File: src/rtl/rfs_uart_pkg.sv
// Shared definitions for the RFS Bluetooth UART receive path.
// Holds the receiver FSM state type, the register word addresses, the STATUS
// and RXDATA bit positions, and the default bit period for 115200 baud at 50 MHz.
package rfs_uart_pkg;

    typedef enum logic [1:0] {
        IDLE  = 2'd0,
        START = 2'd1,
        DATA  = 2'd2,
        STOP  = 2'd3
    } rx_state_e;

    localparam int DEFAULT_CLKS_PER_BIT = 434;

    localparam logic [1:0] ADDR_RXDATA = 2'd0;
    localparam logic [1:0] ADDR_STATUS = 2'd1;
    localparam logic [1:0] ADDR_CTRL   = 2'd2;
    localparam logic [1:0] ADDR_RSVD   = 2'd3;

    localparam int RXDATA_VALID_BIT = 8;
    localparam int STATUS_FERR_BIT  = 9;
    localparam int STATUS_OVF_BIT   = 8;
    localparam int CTRL_RXEN_BIT    = 0;

endpackage

File: src/rtl/rfs_sync_fifo.sv
// Single-clock FIFO buffering received bytes.
// Ports:
//   clk, reset     - clock and synchronous active-high reset
//   push, din      - write request and data; accepted when not full, or when
//                    a pop happens in the same cycle
//   pop, dout      - read request and head-of-queue data (show-ahead)
//   full, empty    - occupancy flags derived from the registered count
//   count          - number of stored entries, 0..DEPTH
module rfs_sync_fifo #(
    parameter int WIDTH = 8,
    parameter int DEPTH = 16
) (
    input  logic                       clk,
    input  logic                       reset,
    input  logic                       push,
    input  logic                       pop,
    input  logic [WIDTH-1:0]           din,
    output logic [WIDTH-1:0]           dout,
    output logic                       full,
    output logic                       empty,
    output logic [$clog2(DEPTH):0]     count
);

    localparam int AW = $clog2(DEPTH);
    localparam int CW = AW + 1;

    logic [WIDTH-1:0] mem_r [DEPTH];
    logic [AW-1:0]    wr_ptr_r;
    logic [AW-1:0]    rd_ptr_r;
    logic [CW-1:0]    count_r;
    logic             push_ok_s;
    logic             pop_ok_s;

    assign full      = (count_r == CW'(DEPTH));
    assign empty     = (count_r == {CW{1'b0}});
    assign pop_ok_s  = pop & ~empty;
    // A pop frees a slot within the same cycle, so a full FIFO still takes the push.
    assign push_ok_s = push & (~full | pop_ok_s);
    assign dout      = mem_r[rd_ptr_r];
    assign count     = count_r;

    // Storage array; contents are don't-care until written, so no reset.
    always_ff @(posedge clk) begin
        if (push_ok_s) begin
            mem_r[wr_ptr_r] <= din;
        end
    end

    // Pointers and occupancy count; pointers wrap naturally at DEPTH.
    always_ff @(posedge clk) begin
        if (reset) begin
            wr_ptr_r <= {AW{1'b0}};
            rd_ptr_r <= {AW{1'b0}};
            count_r  <= {CW{1'b0}};
        end else begin
            if (push_ok_s) begin
                wr_ptr_r <= wr_ptr_r + AW'(1);
            end
            if (pop_ok_s) begin
                rd_ptr_r <= rd_ptr_r + AW'(1);
            end
            case ({push_ok_s, pop_ok_s})
                2'b10:   count_r <= count_r + CW'(1);
                2'b01:   count_r <= count_r - CW'(1);
                default: count_r <= count_r;
            endcase
        end
    end

endmodule

File: src/rtl/rfs_uart_rx.sv
// Receive half of the RFS Bluetooth serial link with an Avalon-MM slave front end.
// Deserialises 8N1 frames from rxd, buffers bytes in rfs_sync_fifo and exposes
// them to the HPS.
// Ports:
//   clk, reset          - 50 MHz clock, synchronous active-high reset
//   rxd                 - asynchronous serial input, idles high
//   chipselect, read,   - Avalon-MM slave strobes
//   write, address,
//   writedata
//   readdata            - registered read data, one cycle read latency
//   irq                 - registered, high while the FIFO holds bytes
// Registers: 0 RXDATA {valid, byte} (pops), 1 STATUS {FERR, OVF, count} with
// W1C flags, 2 CTRL {RXEN}, 3 reserved.
module rfs_uart_rx
    import rfs_uart_pkg::*;
#(
    parameter int CLKS_PER_BIT = DEFAULT_CLKS_PER_BIT,
    parameter int FIFO_DEPTH   = 16
) (
    input  logic        clk,
    input  logic        reset,
    input  logic        rxd,
    input  logic        chipselect,
    input  logic        read,
    input  logic        write,
    input  logic [1:0]  address,
    input  logic [31:0] writedata,
    output logic [31:0] readdata,
    output logic        irq
);

    localparam int CNT_W = $clog2(CLKS_PER_BIT);
    localparam int CW    = $clog2(FIFO_DEPTH) + 1;
    localparam logic [CNT_W-1:0] HALF_M1 = CNT_W'(CLKS_PER_BIT / 2 - 1);
    localparam logic [CNT_W-1:0] FULL_M1 = CNT_W'(CLKS_PER_BIT - 1);

    logic [1:0]       rx_sync_r;
    logic             rx_s;
    logic             rx_q_r;
    rx_state_e        state_r;
    logic [CNT_W-1:0] cnt_r;
    logic [2:0]       bit_idx_r;
    logic [7:0]       shift_r;
    logic             rx_push_r;
    logic             ferr_set_r;
    logic             ferr_r;
    logic             ovf_r;
    logic             rxen_r;
    logic [31:0]      readdata_r;
    logic             irq_r;

    logic             rd_access_s;
    logic             wr_access_s;
    logic             pop_s;
    logic             ferr_clr_s;
    logic             ovf_clr_s;
    logic             ovf_set_s;
    logic [7:0]       fifo_dout_s;
    logic             fifo_full_s;
    logic             fifo_empty_s;
    logic [CW-1:0]    fifo_count_s;
    logic [31:0]      status_s;
    logic [31:0]      rxdata_s;
    logic             unused_wdata_s;

    assign rx_s           = rx_sync_r[1];
    assign rd_access_s    = chipselect & read;
    assign wr_access_s    = chipselect & write;
    assign pop_s          = rd_access_s & (address == ADDR_RXDATA) & ~fifo_empty_s;
    assign ferr_clr_s     = wr_access_s & (address == ADDR_STATUS) & writedata[STATUS_FERR_BIT];
    assign ovf_clr_s      = wr_access_s & (address == ADDR_STATUS) & writedata[STATUS_OVF_BIT];
    // Only a full FIFO without a same-cycle pop loses the byte.
    assign ovf_set_s      = rx_push_r & fifo_full_s & ~pop_s;
    assign unused_wdata_s = ^{writedata[31:10], writedata[7:1]};
    assign readdata       = readdata_r;
    assign irq            = irq_r;

    rfs_sync_fifo #(
        .WIDTH (8),
        .DEPTH (FIFO_DEPTH)
    ) u_fifo (
        .clk   (clk),
        .reset (reset),
        .push  (rx_push_r),
        .pop   (pop_s),
        .din   (shift_r),
        .dout  (fifo_dout_s),
        .full  (fifo_full_s),
        .empty (fifo_empty_s),
        .count (fifo_count_s)
    );

    // Two-flop synchroniser plus previous-sample register for edge detection.
    always_ff @(posedge clk) begin
        if (reset) begin
            rx_sync_r <= 2'b11;
            rx_q_r    <= 1'b1;
        end else begin
            rx_sync_r <= {rx_sync_r[0], rxd};
            rx_q_r    <= rx_s;
        end
    end

    // Frame deserialiser: start qualification at half bit, data/stop at bit centres.
    always_ff @(posedge clk) begin
        if (reset) begin
            state_r    <= IDLE;
            cnt_r      <= {CNT_W{1'b0}};
            bit_idx_r  <= 3'd0;
            shift_r    <= 8'h00;
            rx_push_r  <= 1'b0;
            ferr_set_r <= 1'b0;
        end else begin
            rx_push_r  <= 1'b0;
            ferr_set_r <= 1'b0;
            if (!rxen_r) begin
                state_r <= IDLE;
                cnt_r   <= {CNT_W{1'b0}};
            end else begin
                case (state_r)
                    IDLE: begin
                        // Edge-triggered, so a line held low (break) cannot restart a frame.
                        if (rx_q_r && !rx_s) begin
                            state_r <= START;
                            cnt_r   <= {CNT_W{1'b0}};
                        end
                    end
                    START: begin
                        if (cnt_r == HALF_M1) begin
                            cnt_r     <= {CNT_W{1'b0}};
                            bit_idx_r <= 3'd0;
                            if (!rx_s) begin
                                state_r <= DATA;
                            end else begin
                                state_r <= IDLE;
                            end
                        end else begin
                            cnt_r <= cnt_r + CNT_W'(1);
                        end
                    end
                    DATA: begin
                        if (cnt_r == FULL_M1) begin
                            cnt_r   <= {CNT_W{1'b0}};
                            shift_r <= {rx_s, shift_r[7:1]};
                            if (bit_idx_r == 3'd7) begin
                                state_r <= STOP;
                            end else begin
                                bit_idx_r <= bit_idx_r + 3'd1;
                            end
                        end else begin
                            cnt_r <= cnt_r + CNT_W'(1);
                        end
                    end
                    STOP: begin
                        if (cnt_r == FULL_M1) begin
                            cnt_r   <= {CNT_W{1'b0}};
                            state_r <= IDLE;
                            if (rx_s) begin
                                rx_push_r <= 1'b1;
                            end else begin
                                ferr_set_r <= 1'b1;
                            end
                        end else begin
                            cnt_r <= cnt_r + CNT_W'(1);
                        end
                    end
                    default: begin
                        state_r <= IDLE;
                        cnt_r   <= {CNT_W{1'b0}};
                    end
                endcase
            end
        end
    end

    // Sticky error flags; a set in the same cycle as its clear wins.
    always_ff @(posedge clk) begin
        if (reset) begin
            ferr_r <= 1'b0;
            ovf_r  <= 1'b0;
        end else begin
            ferr_r <= ferr_set_r | (ferr_r & ~ferr_clr_s);
            ovf_r  <= ovf_set_s  | (ovf_r  & ~ovf_clr_s);
        end
    end

    // CTRL register.
    always_ff @(posedge clk) begin
        if (reset) begin
            rxen_r <= 1'b1;
        end else if (wr_access_s && (address == ADDR_CTRL)) begin
            rxen_r <= writedata[CTRL_RXEN_BIT];
        end else begin
            rxen_r <= rxen_r;
        end
    end

    // Read-data words for RXDATA and STATUS.
    always_comb begin
        status_s                  = 32'h0000_0000;
        status_s[CW-1:0]          = fifo_count_s;
        status_s[STATUS_OVF_BIT]  = ovf_r;
        status_s[STATUS_FERR_BIT] = ferr_r;
        rxdata_s                  = 32'h0000_0000;
        if (!fifo_empty_s) begin
            rxdata_s[7:0]             = fifo_dout_s;
            rxdata_s[RXDATA_VALID_BIT] = 1'b1;
        end else begin
            rxdata_s = 32'h0000_0000;
        end
    end

    // Registered read mux; zero whenever no read is issued.
    always_ff @(posedge clk) begin
        if (reset) begin
            readdata_r <= 32'h0000_0000;
        end else if (rd_access_s) begin
            case (address)
                ADDR_RXDATA: readdata_r <= rxdata_s;
                ADDR_STATUS: readdata_r <= status_s;
                ADDR_CTRL:   readdata_r <= {31'h0000_0000, rxen_r};
                ADDR_RSVD:   readdata_r <= 32'h0000_0000;
                default:     readdata_r <= 32'h0000_0000;
            endcase
        end else begin
            readdata_r <= 32'h0000_0000;
        end
    end

    // Interrupt follows FIFO non-empty one cycle later.
    always_ff @(posedge clk) begin
        if (reset) begin
            irq_r <= 1'b0;
        end else begin
            irq_r <= ~fifo_empty_s;
        end
    end

endmodule

File: config.mk
export PLATFORM = sky130hd
export DESIGN_NAME = rfs_uart_rx
export DESIGN_NICKNAME = d
export VERILOG_FILES = /design/src/rtl/rfs_uart_pkg.sv /design/src/rtl/rfs_sync_fifo.sv /design/src/rtl/rfs_uart_rx.sv
export SDC_FILE = /design/constraint.sdc
export NUM_CORES = 1
export LEC_CHECK = 0
export ABC_AREA = 1
export ABC_CLOCK_PERIOD_IN_PS = 4800
export BUFFER_PORTS_ARGS = -buffer_cell sky130_fd_sc_hd__buf_2
export CAP_MARGIN = 20
export CELL_PAD_IN_SITES_DETAIL_PLACEMENT = 1
export CELL_PAD_IN_SITES_GLOBAL_PLACEMENT = 1
export CORE_MARGIN = 2
export CORE_UTILIZATION = 47
export CTS_BUF_LIST = sky130_fd_sc_hd__clkbuf_4 sky130_fd_sc_hd__clkbuf_8 sky130_fd_sc_hd__clkbuf_16
export DETAILED_ROUTE_END_ITERATION = 8
export PLACE_DENSITY_LB_ADDON = 0.1
export SETUP_SLACK_MARGIN = 0.4
export SYNTH_ARGS = -nofsm -noshare
export SYNTH_HDL_FRONTEND = slang
export SYNTH_SLANG_ARGS = --single-unit
File: constraint.sdc
create_clock -name clk -period 4.8 [get_ports clk]
set_input_delay 0.48 -clock clk [delete_from_list [all_inputs] [get_ports clk]]
set_output_delay 0.48 -clock clk [all_outputs]
set_load 0.1 [all_outputs]
==> flow_summary_export.csv, run 1 <==
group,metric,value,unit
drt,ant_nets,0,
grt,grt_pass1_vias,5703,
timing,worst_pin_slew,0.980,ns
grt,grt_max_degree,77,
cts,cts_root_buf,"clkbuf_16",
timing,fin_worst_skew,0.00901,ns
cts,cts_made_buffers,17,
synthesis,netlist_top_cells_area,"edfxtp_1 (48%), dfxtp_1 (15%), o21ai_0 (6.5%)",
timing,slew_viol_final,0,
grt,antenna_found_initial,0,
critical_path,crit_type,"flip-flop to flip-flop",
critical_path,worstPathArrival,3.14,ns
floorplan,placementRows,47,
synthesis,ys_ff_latch,186,
grt,grt_most_used_layer,"met2",
grt,grt_pass1_wl,30200,um
floorplan,coreArea,16600,um2
layout,nets,877,
cts,cts_hold_buf,0,
critical_path,path_buf_inv,2,
place,hpwl,12400,um
timing,tns,0,ns
synthesis,synthFlopType,"edfxtp_1",
cts,clkSlewWorstSetupHoldPaths,0.07,ns
layout,antenna_cells,0,
cts,clockBufferDepth,2,
drt,wl_per_cell,17.7,um
layout,multi_input_area,2470,um2
grt,track_usage,22.0,%
layout,utilization,52.7,%
drt,firstDrtPassIters,5,
timing,max_freq,356,MHz
grt,grtUsageMet3,3.67,%
drt,vias,5502,
floorplan,top_level_ports,73,
power_and_ir_drop,p_per_area,369,nW/um2
power_and_ir_drop,ir_drop,0.000255,V
critical_path,slowest_delay,0.40,ns
outcome,status,"complete, no violations",
grt,grt_overflow_total,0,
timing,period_needed,2.81,ns
drt,viasPerCell,5.21,
critical_path,reg2reg_depth,11,
cts,cts_resized,0,
place,dp_cells,1024,
cts,clk_latency,0.43,ns
timing,relSlewSlack,34.5,%
floorplan,die_y,134,um
drt,route.detailed.drc,0,
timing,hold_viol,0,
layout,regArea,5010,um2
critical_path,cpMaxStageDelayCell,"nor4_2",
synthesis,synth_cell_types,33,
critical_path,cp_max_fo,6,
timing,rsz0062_at_grt,"no",
floorplan,die_w,134,um
layout,nFillCells,1875,
critical_path,path_cells,"nor4_2 > nand2_1 > nand2_1 > inv_1 > ha_1 > xor2_1 > ha_1 > or2_2 > xor2_1 > o21ai_0 > inv_1",
cts,cts_setup_buffers,0,
cts,htreeDepth,4,
synthesis,netlist_area,7970,um2
layout,area_delta_synth_final,9.75,%
critical_path,cp_num_cells,11,
place,portBuffers,21,
synthesis,synth.largest_area_cell,"edfxtp_1",
synthesis,netlist_instances,808,
grt,met2_usage,38.1,%
floorplan,start_util,48.0,%
layout,final_cells,1056,
timing,final.period_utilization,58.6,%
synthesis,synth_common_cells,"nand2_1 (135), edfxtp_1 (128), nor2_1 (120)",
drt,drt_iter0_drc,366,
worst_hold_path,hold_depth,2,
place,gp_congestion,0.847,
place,pre_cts_ws,2.00,ns
synthesis,syn_area_per_cell,9.86,um2
synthesis,synth_top_area_share,48.2,%
cts,clock_sinks,186,
synthesis,yosysMostFrequentCell,"nand2_1",
critical_path,critical_path.top_delay_family,"simple AND/OR/NAND/NOR gates",
synthesis,ys_warn_count,0,
critical_path,required,5.12,ns
drt,drt-total-wl,18700,um
critical_path,critPathCaptureType,"flip-flop",
floorplan,die_area,18000,um2
layout,drive_gt1_share,8.49,%
flow_run,drv_cap,0,
synthesis,synth_seq_area_share,62.8,%
timing,fin_hold_ws,0.234,ns
critical_path,start_kind,"flip-flop",
worst_hold_path,hp-class,"input pin to flip-flop",
cts,cts_tree,"yes",
power_and_ir_drop,p_leak,3.56,nW
timing,setup_viol,0,
synthesis,synth_edf_count,128,
synthesis,synthArstFlopShare,0,%
timing,fin_ws,1.99,ns
grt,gr-usage-met1,28.7,%
[logic make-up after synthesis]
| logic type | share of synthesized area (%) |
|---|---|
| xor+xnor | 0.990 |
| flops | 62.8 |
| fa+ha+maj | 2.20 |
| other cells | 0.0471 |
| simple gates | 16.2 |
| compound gates | 10.6 |
| buf+inv | 7.16 |
[area by class of cell]
class                      count  share of cell area, %
inverter                      75                   3.22
timing repair buffer          25                   1.55
multi-input combinational    518                   28.2
clock inverter                13                   1.47
sequential                   186                   57.3
tap                          220                   3.15
clock buffer                  19                   5.11
[where the power goes]
part	leakage (nW)	switching (W)	internal, W
clock network	0.276	0.000618	0.000746
logic	1.33	0.000128	0.0000250
registers	1.96	0.00000770	0.00170
[worst paths after layout]
kind / to / from / slack [ns]
setup / recovery: u_fifo.count[2] / u_fifo.count[0] / 1.99
hold / removal: rx_sync_r[0] / rxd / 0.23
setup reg to reg: u_fifo.count[2] / u_fifo.count[0] / 1.99
hold reg to reg: ferr_set_r / rx_sync_r[1] / 0.41
[worst register-to-register path: stages (launching register included)]
cell	delay, ns
dfxtp_1	0.38
nor4_2	0.41
nand2_1	0.16
nand2_1	0.22
inv_1	0.16
ha_1	0.32
xor2_1	0.19
ha_1	0.19
or2_2	0.31
xor2_1	0.14
o21ai_0	0.18
inv_1	0.06
[stage by stage]
step	instance area, um2	total power (W)
final	8740	0.00322
after global routing	8740	0.00332
after CTS	8740	0.00325
after detailed placement	8170	0.00190
after global placement	8170	0.00189
after floorplan	8050	0.00189
[metal layers]
layer  vias to the layer above  share of wire, %  wire length (um)
li1                       2705                 -                 -
met1                      2689                45              8470
met2                        88                49              9220
met3                        20               3.8               703
met4                         0               1.5               275
met5                         -                 0                 0
[registers in the layout (all words and copies together), names as in the netlist, named ones only]
signal / flops
irq: 1
u_fifo.wr_ptr_r: 4
ferr_r: 1
bit_idx_r: 3
ferr_set_r: 1
shift_r: 8
u_fifo.mem_r: 128
ovf_r: 1
u_fifo.rd_ptr_r: 4
u_fifo.count: 5
rx_push_r: 1
rxen_r: 1
state_r: 1
readdata: 10
rx_q_r: 1
rx_sync_r: 2
cnt_r: 9
[placed cells by master (no fill, tap or decap), types with 2 or more instances in the layout]
master / instances
nand2_1: 135
edfxtp_1: 128
nor2_1: 120
o21ai_0: 103
inv_1: 72
dfxtp_1: 57
nand3_1: 42
a21oi_1: 39
conb_1: 22
buf_2: 21
clkbuf_16: 17
ha_1: 14
xor2_1: 8
o211ai_1: 7
inv_6: 6
o22ai_1: 5
nand4_1: 4
buf_4: 4
inv_2: 3
or2_2: 3
clkinvlp_4: 3
o21ai_1: 2
nor3_2: 2
a211oi_1: 2
clkinv_4: 2
Power figures use the tool's default switching activity.
==> run 2, diff against run 1 <==
--- a/config.mk
+++ b/config.mk
@@ -5,8 +5,8 @@
 export SDC_FILE = /design/constraint.sdc
 export NUM_CORES = 1
 export LEC_CHECK = 0
-export ABC_AREA = 1
-export ABC_CLOCK_PERIOD_IN_PS = 4800
+export ABC_AREA = 0
+export ABC_CLOCK_PERIOD_IN_PS = 2870
 export BUFFER_PORTS_ARGS = -buffer_cell sky130_fd_sc_hd__buf_2
 export CAP_MARGIN = 20
 export CELL_PAD_IN_SITES_DETAIL_PLACEMENT = 1
==> constraint.sdc (replaced) <==
create_clock -name clk -period 2.87 [get_ports clk]
set_input_delay 0.287 -clock clk [delete_from_list [all_inputs] [get_ports clk]]
set_output_delay 0.287 -clock clk [all_outputs]
set_load 0.1 [all_outputs]
==> run 2 against run 1 <==
- sequential cell count unchanged
- power up 71%
- count of clock-buffer cells in the layout down 1
- global-route usage down 1.9 points
- final area up 3.1%
- critical path type unchanged
- critical endpoint is now u_fifo.count[3]
==> flow_summary_export.csv, run 2 <==
group,metric,value,unit
grt,grt_overflow_total,0,
place,gp_congestion,0.800,
critical_path,worstPathArrival,2.86,ns
timing,relSlewSlack,54.0,%
drt,wl_per_cell,20.6,um
synthesis,synth_seq_area_share,63.6,%
grt,grt_pass1_vias,4747,
outcome,status,"complete, no violations",
critical_path,r2r-end,"u_fifo.count[3]",
timing,fin_worst_skew,0.0125,ns
place,pre_cts_ws,0.288,ns
layout,layout_commonest_cell,"edfxtp_1",
floorplan,die_y,133,um
critical_path,cp_max_fo,8,
floorplan,die_area,17800,um2
place,place_area,8280,um2
critical_path,crit_type,"flip-flop to flip-flop",
drt,drt_iter0_drc,257,
cts,htreeDepth,4,
critical_path,rrSetupSlack,0.36,ns
grt,grt_pass1_wl,27000,um
power_and_ir_drop,pwr-share-comb,3.9,%
synthesis,netlist_area,7880,um2
drt,firstDrtPassIters,5,
synthesis,synth.largest_area_cell,"edfxtp_1",
synthesis,netlist_instances,545,
timing,fin_ws,0.361,ns
worst_hold_path,hold_depth,2,
timing,max_freq,399,MHz
worst_hold_path,worstHoldStart,"rxd",
drt,vias,4543,
layout,regMostFlops,"u_fifo.mem_r",
synthesis,ys_warn_count,0,
drt,route.detailed.drc,0,
floorplan,start_util,47.8,%
cts,clockBufferDepth,2,
place,hpwl,11300,um
power_and_ir_drop,ir_drop,0.000407,V
synthesis,synth_top_area_share,48.8,%
critical_path,critPathLaunch,"u_fifo.count[1]",
drt,drt-total-wl,16900,um
power_and_ir_drop,p_leak,3.13,nW
power_and_ir_drop,netSwitchingFraction,21.5,%
synthesis,synth_cell_types,66,
power_and_ir_drop,pwr-share-clk,44.7,%
cts,cts_root_buf,"clkbuf_16",
synthesis,synth_edf_count,128,
worst_hold_path,hp-class,"input pin to flip-flop",
power_and_ir_drop,p_int,0.00434,W
cts,clock_sinks,186,
flow_run,drv_cap,0,
critical_path,r2r-start,"u_fifo.count[1]",
power_and_ir_drop,p_per_area,613,nW/um2
timing,rsz0062_at_grt,"yes",
power_and_ir_drop,p_total,0.00553,W
synthesis,ys_ff_latch,186,
layout,fin_area,9010,um2
critical_path,critPathCaptureType,"flip-flop",
layout,antenna_cells,0,
cts,clk_latency,0.43,ns
timing,period_needed,2.51,ns
cts,cts_hold_buf,0,
layout,largest_register_ffs,128,
layout,final_cell_mix,"edfxtp_1 (128), dfxtp_1 (55), nor2_1 (39), mux4_2 (32), buf_4 (29)",
synthesis,synthFlopType,"edfxtp_1",
layout,area_delta_synth_final,14.4,%
critical_path,reg2reg_depth,9,
synthesis,synthArstFlopShare,0,%
floorplan,placementRows,47,
layout,drive_gt1_share,25.5,%
drt,ant_nets,0,
place,portBuffers,21,
floorplan,coreArea,16500,um2
timing,setup_viol,0,
timing,tns,0,ns
power_and_ir_drop,p_sw,0.00119,W
grt,antenna_found_initial,0,
floorplan,die_w,133,um
grt,track_usage,20.0,%
timing,worst_pin_slew,0.689,ns
cts,cts_tree,"yes",
grt,grt_max_degree,27,
cts,cts_made_buffers,17,
timing,final.period_utilization,87.4,%
floorplan,top_level_ports,73,
critical_path,required,3.22,ns
cts,clkSlewWorstSetupHoldPaths,0.07,ns
power_and_ir_drop,seqPwrFrac,51.4,%
layout,nets,642,
critical_path,cp-endpoint,"u_fifo.count[3]",
synthesis,synth_common_cells,"edfxtp_1 (128), dfxtp_1 (58), nor2_1 (40)",
timing,slew_viol_final,0,
critical_path,start_kind,"flip-flop",
synthesis,netlist_top_cells_area,"edfxtp_1 (49%), dfxtp_1 (15%), mux4_2 (9.2%)",
timing,hold_viol,0,
synthesis,syn_area_per_cell,14.4,um2
synthesis,yosysMostFrequentCell,"edfxtp_1",
drt,viasPerCell,5.53,
[run 2: per-layer routing]
layer / GRT usage, % / vias to the layer above / part of all wire, %
met5: 0 / - / 0
met4: 5.38 / 0 / 0.54
met3: 3.81 / 6 / 3.5
met2: 33.7 / 80 / 51
met1: 27.0 / 2330 / 45
li1: - / 2127 / -
[run 2: repair_timing]
action	in CTS	in global routing
hold endpoints to repair	0	0
pin swaps	1	10
setup endpoints to repair	3	35
setup buffers	1	8
gates resized for setup	3	10
[run 2: critical path, cell delays in order, from the launching register on]
cell and delay, ns:
dfxtp_4 0.35, or4_4 0.58, o21ai_4 0.19, inv_2 0.08, ha_4 0.20, ha_4 0.29
inv_2 0.04, or3_1 0.35, a221o_1 0.29, o221ai_2 0.07
[run 2: cell families after synthesis]
family | after synthesis | synth area share (%)
multiplexers | 54 | 12.0
adder cells (fa/ha/maj) | 14 | 2.22
AO/OA/AOI/OAI | 72 | 6.36
other | 1 | 0.0476
XOR/XNOR | 8 | 0.890
AND/OR/NAND/NOR | 146 | 10.5
buffers and inverters | 64 | 4.43
flip-flops | 186 | 63.6
[run 2: worst min-delay path by stage]
stage	to	slack (ns)
after floorplan	rx_sync_r[1]	0.39
after global placement	rx_sync_r[1]	0.39
after detailed placement	rx_sync_r[1]	0.40
after global routing	rx_sync_r[0]	0.03
after CTS	rx_sync_r[0]	0.03
final	rx_sync_r[0]	0.04
[run 2: cell type report]
type                       instances  area [um2]
sequential                       186        5010
multi-input combinational        316        2710
tap                              220         275
clock buffer                      18         433
timing repair buffer              50         323
clock inverter                    14         194
fill                            1615        7450
inverter                          17        63.8
[run 2: metrics by stage]
stage	utilization, %	hold slack [ns]	std cells
floorplan	-	0.389	566
global placement	50.3	0.394	780
detailed placement	50.3	0.404	780
CTS	54.2	0.0269	813
global route	54.7	0.0303	821
finish	54.7	0.0420	821
[run 2: power groups by stage]
stage               Clock (W)  Combinational (W)  Sequential, W
floorplan                   0           0.000201        0.00290
global placement            0           0.000212        0.00290
detailed placement          0           0.000214        0.00290
CTS                   0.00252           0.000214        0.00284
global route          0.00261           0.000227        0.00284
finish                0.00247           0.000216        0.00284
==> run 3, diff against run 2 <==
--- a/config.mk
+++ b/config.mk
@@ -15,6 +15,7 @@
 export CORE_UTILIZATION = 47
 export CTS_BUF_LIST = sky130_fd_sc_hd__clkbuf_4 sky130_fd_sc_hd__clkbuf_8 sky130_fd_sc_hd__clkbuf_16
 export DETAILED_ROUTE_END_ITERATION = 8
+export MAX_ROUTING_LAYER = met4
 export PLACE_DENSITY_LB_ADDON = 0.1
 export SETUP_SLACK_MARGIN = 0.4
 export SYNTH_ARGS = -nofsm -noshare
==> run 3 against run 2 <==
- worst hold slack got worse by 0.0059 ns
- sequential share of layout area is essentially flat
- wire length increased by 0.59%
- count of clock-buffer cells in the layout unchanged
- first-iteration DRC count grew 21%
==> flow_summary_export.csv, run 3 (same netlist as run 2, synthesis figures left out) <==
group,metric,value,unit
outcome,status,"complete, no violations",
drt,firstDrtPassIters,4,
drt,wl_per_cell,20.7,um
power_and_ir_drop,p_int,0.00434,W
floorplan,placementRows,47,
drt,drt_iter0_drc,312,
layout,final_cell_mix,"edfxtp_1 (128), dfxtp_1 (55), nor2_1 (40), mux4_2 (32), buf_4 (29)",
power_and_ir_drop,seqPwrFrac,51.4,%
critical_path,slowest_delay,0.58,ns
cts,cts_made_buffers,17,
floorplan,start_util,47.8,%
floorplan,coreArea,16500,um2
grt,grt_overflow_total,0,
timing,hold_viol,0,
timing,worst_pin_slew,0.697,ns
grt,track_usage,20.7,%
power_and_ir_drop,netSwitchingFraction,21.5,%
critical_path,cp_max_fo,8,
critical_path,start_kind,"flip-flop",
layout,nets,642,
grt,grt_pass1_wl,27000,um
timing,rsz0062_at_grt,"yes",
power_and_ir_drop,p_total,0.00553,W
timing,fin_worst_skew,0.0117,ns
timing,slew_viol_final,0,
drt,vias,4569,
layout,antenna_cells,0,
power_and_ir_drop,p_per_area,613,nW/um2
timing,max_freq,392,MHz
layout,area_delta_synth_final,14.5,%
drt,ant_nets,0,
power_and_ir_drop,ir_drop,0.000410,V
cts,cts_tree,"yes",
critical_path,cpMaxStageDelayCell,"or4_4",
place,place_area,8280,um2
timing,final.period_utilization,88.8,%
worst_hold_path,hp-class,"input pin to flip-flop",
place,gp_congestion,0.812,
power_and_ir_drop,p_sw,0.00119,W
cts,cts_root_buf,"clkbuf_16",
critical_path,worstPathArrival,2.89,ns
layout,fin_area,9010,um2
cts,clockBufferDepth,2,
drt,viasPerCell,5.57,
place,portBuffers,21,
drt,drt-total-wl,17000,um
floorplan,die_y,133,um
layout,largest_register_ffs,128,
floorplan,die_w,133,um
floorplan,top_level_ports,73,
critical_path,critPathCaptureType,"flip-flop",
critical_path,critPathLaunch,"u_fifo.count[1]",
layout,layout_commonest_cell,"edfxtp_1",
cts,clock_sinks,186,
flow_run,drv_cap,0,
cts,cts_hold_buf,0,
layout,regMostFlops,"u_fifo.mem_r",
floorplan,die_area,17800,um2
timing,tns,0,ns
layout,nFillCells,1611,
drt,route.detailed.drc,0,
cts,clk_latency,0.43,ns
timing,setup_viol,0,
layout,utilization,54.7,%
layout,drive_gt1_share,25.5,%
place,hpwl,11300,um
power_and_ir_drop,pwr-share-comb,3.9,%
cts,htreeDepth,4,
grt,grt_max_degree,27,
critical_path,crit_type,"flip-flop to flip-flop",
timing,period_needed,2.55,ns
cts,clkSlewWorstSetupHoldPaths,0.07,ns
grt,grt_pass1_vias,4744,
critical_path,path_cells,"or4_4 > o21ai_4 > inv_2 > ha_4 > ha_4 > inv_2 > or3_1 > a221o_1 > o221ai_2",
critical_path,r2r-start,"u_fifo.count[1]",
worst_hold_path,worstHoldStart,"rxd",
power_and_ir_drop,p_leak,3.13,nW
timing,fin_hold_ws,0.0361,ns
power_and_ir_drop,pwr-share-clk,44.7,%
timing,relSlewSlack,53.5,%
grt,antenna_found_initial,0,
critical_path,required,3.21,ns
==> run 3: cell counts in the layout (fill, tap and decap cells not counted) <==
Identical to the previous run, type by type.
==> run 3: metrics by stage <==
step | std cells | worst slack [ns]
after floorplan | 566 | 0.276
after global placement | 780 | 0.318
after detailed placement | 780 | 0.288
after CTS | 813 | 0.401
after global routing | 821 | 0.232
final | 821 | 0.322
==> run 3: worst max-delay path, delay by kind of cell, from the launching register on <==
kind | cells | cell delay [ns]
simple gates | 2 | 0.94
compound gates | 3 | 0.57
fa+ha+maj | 2 | 0.49
flops | 1 | 0.35
buf+inv | 2 | 0.12
==> run 3: power by group through the flow <==
stage / sequential [W] / combinational (W) / clock, W
2_1_floorplan: 0.00290 / 0.000201 / 0
3_3_place_gp: 0.00290 / 0.000212 / 0
3_5_place_dp: 0.00290 / 0.000214 / 0
4_1_cts: 0.00284 / 0.000214 / 0.00252
5_1_grt: 0.00284 / 0.000227 / 0.00262
6_report: 0.00284 / 0.000216 / 0.00247
==> run 3: layer usage <==
layer  track usage [%]  wire (um)  vias to the layer above
met5                 -          0                        -
met4              5.38        147                        0
met3              3.77        714                       12
met2              33.6       8630                      110
met1              27.2       7490                     2321
li1                  -          -                     2126
==> run 3: repair_timing <==
action                     CTS  global route
cloned                       0             0
setup endpoints to repair    3            35
setup buffers                1             8
pin swaps                    1             8
gates resized for setup      3            10
==> run 3: cell type report <==
class / instances / area, um2 / share of cell area [%]
inverters: 17 / 63.8 / 0.708
flip-flops and latches: 186 / 5010 / 55.6
clock buffers: 18 / 433 / 4.80
clock inverters: 14 / 194 / 2.15
repair buffers: 50 / 323 / 3.58
well taps: 220 / 275 / 3.05
multi-input cells: 316 / 2710 / 30.1
==> run 3: final timing paths <==
check | to | slack (ns) | cells past startpoint
worst min register to register | rx_sync_r[1] | 0.41 | 1
worst max-delay path | u_fifo.count[3] | 0.32 | 9
worst min-delay path | rx_sync_r[0] | 0.04 | 2
worst max register to register | u_fifo.count[3] | 0.32 | 9
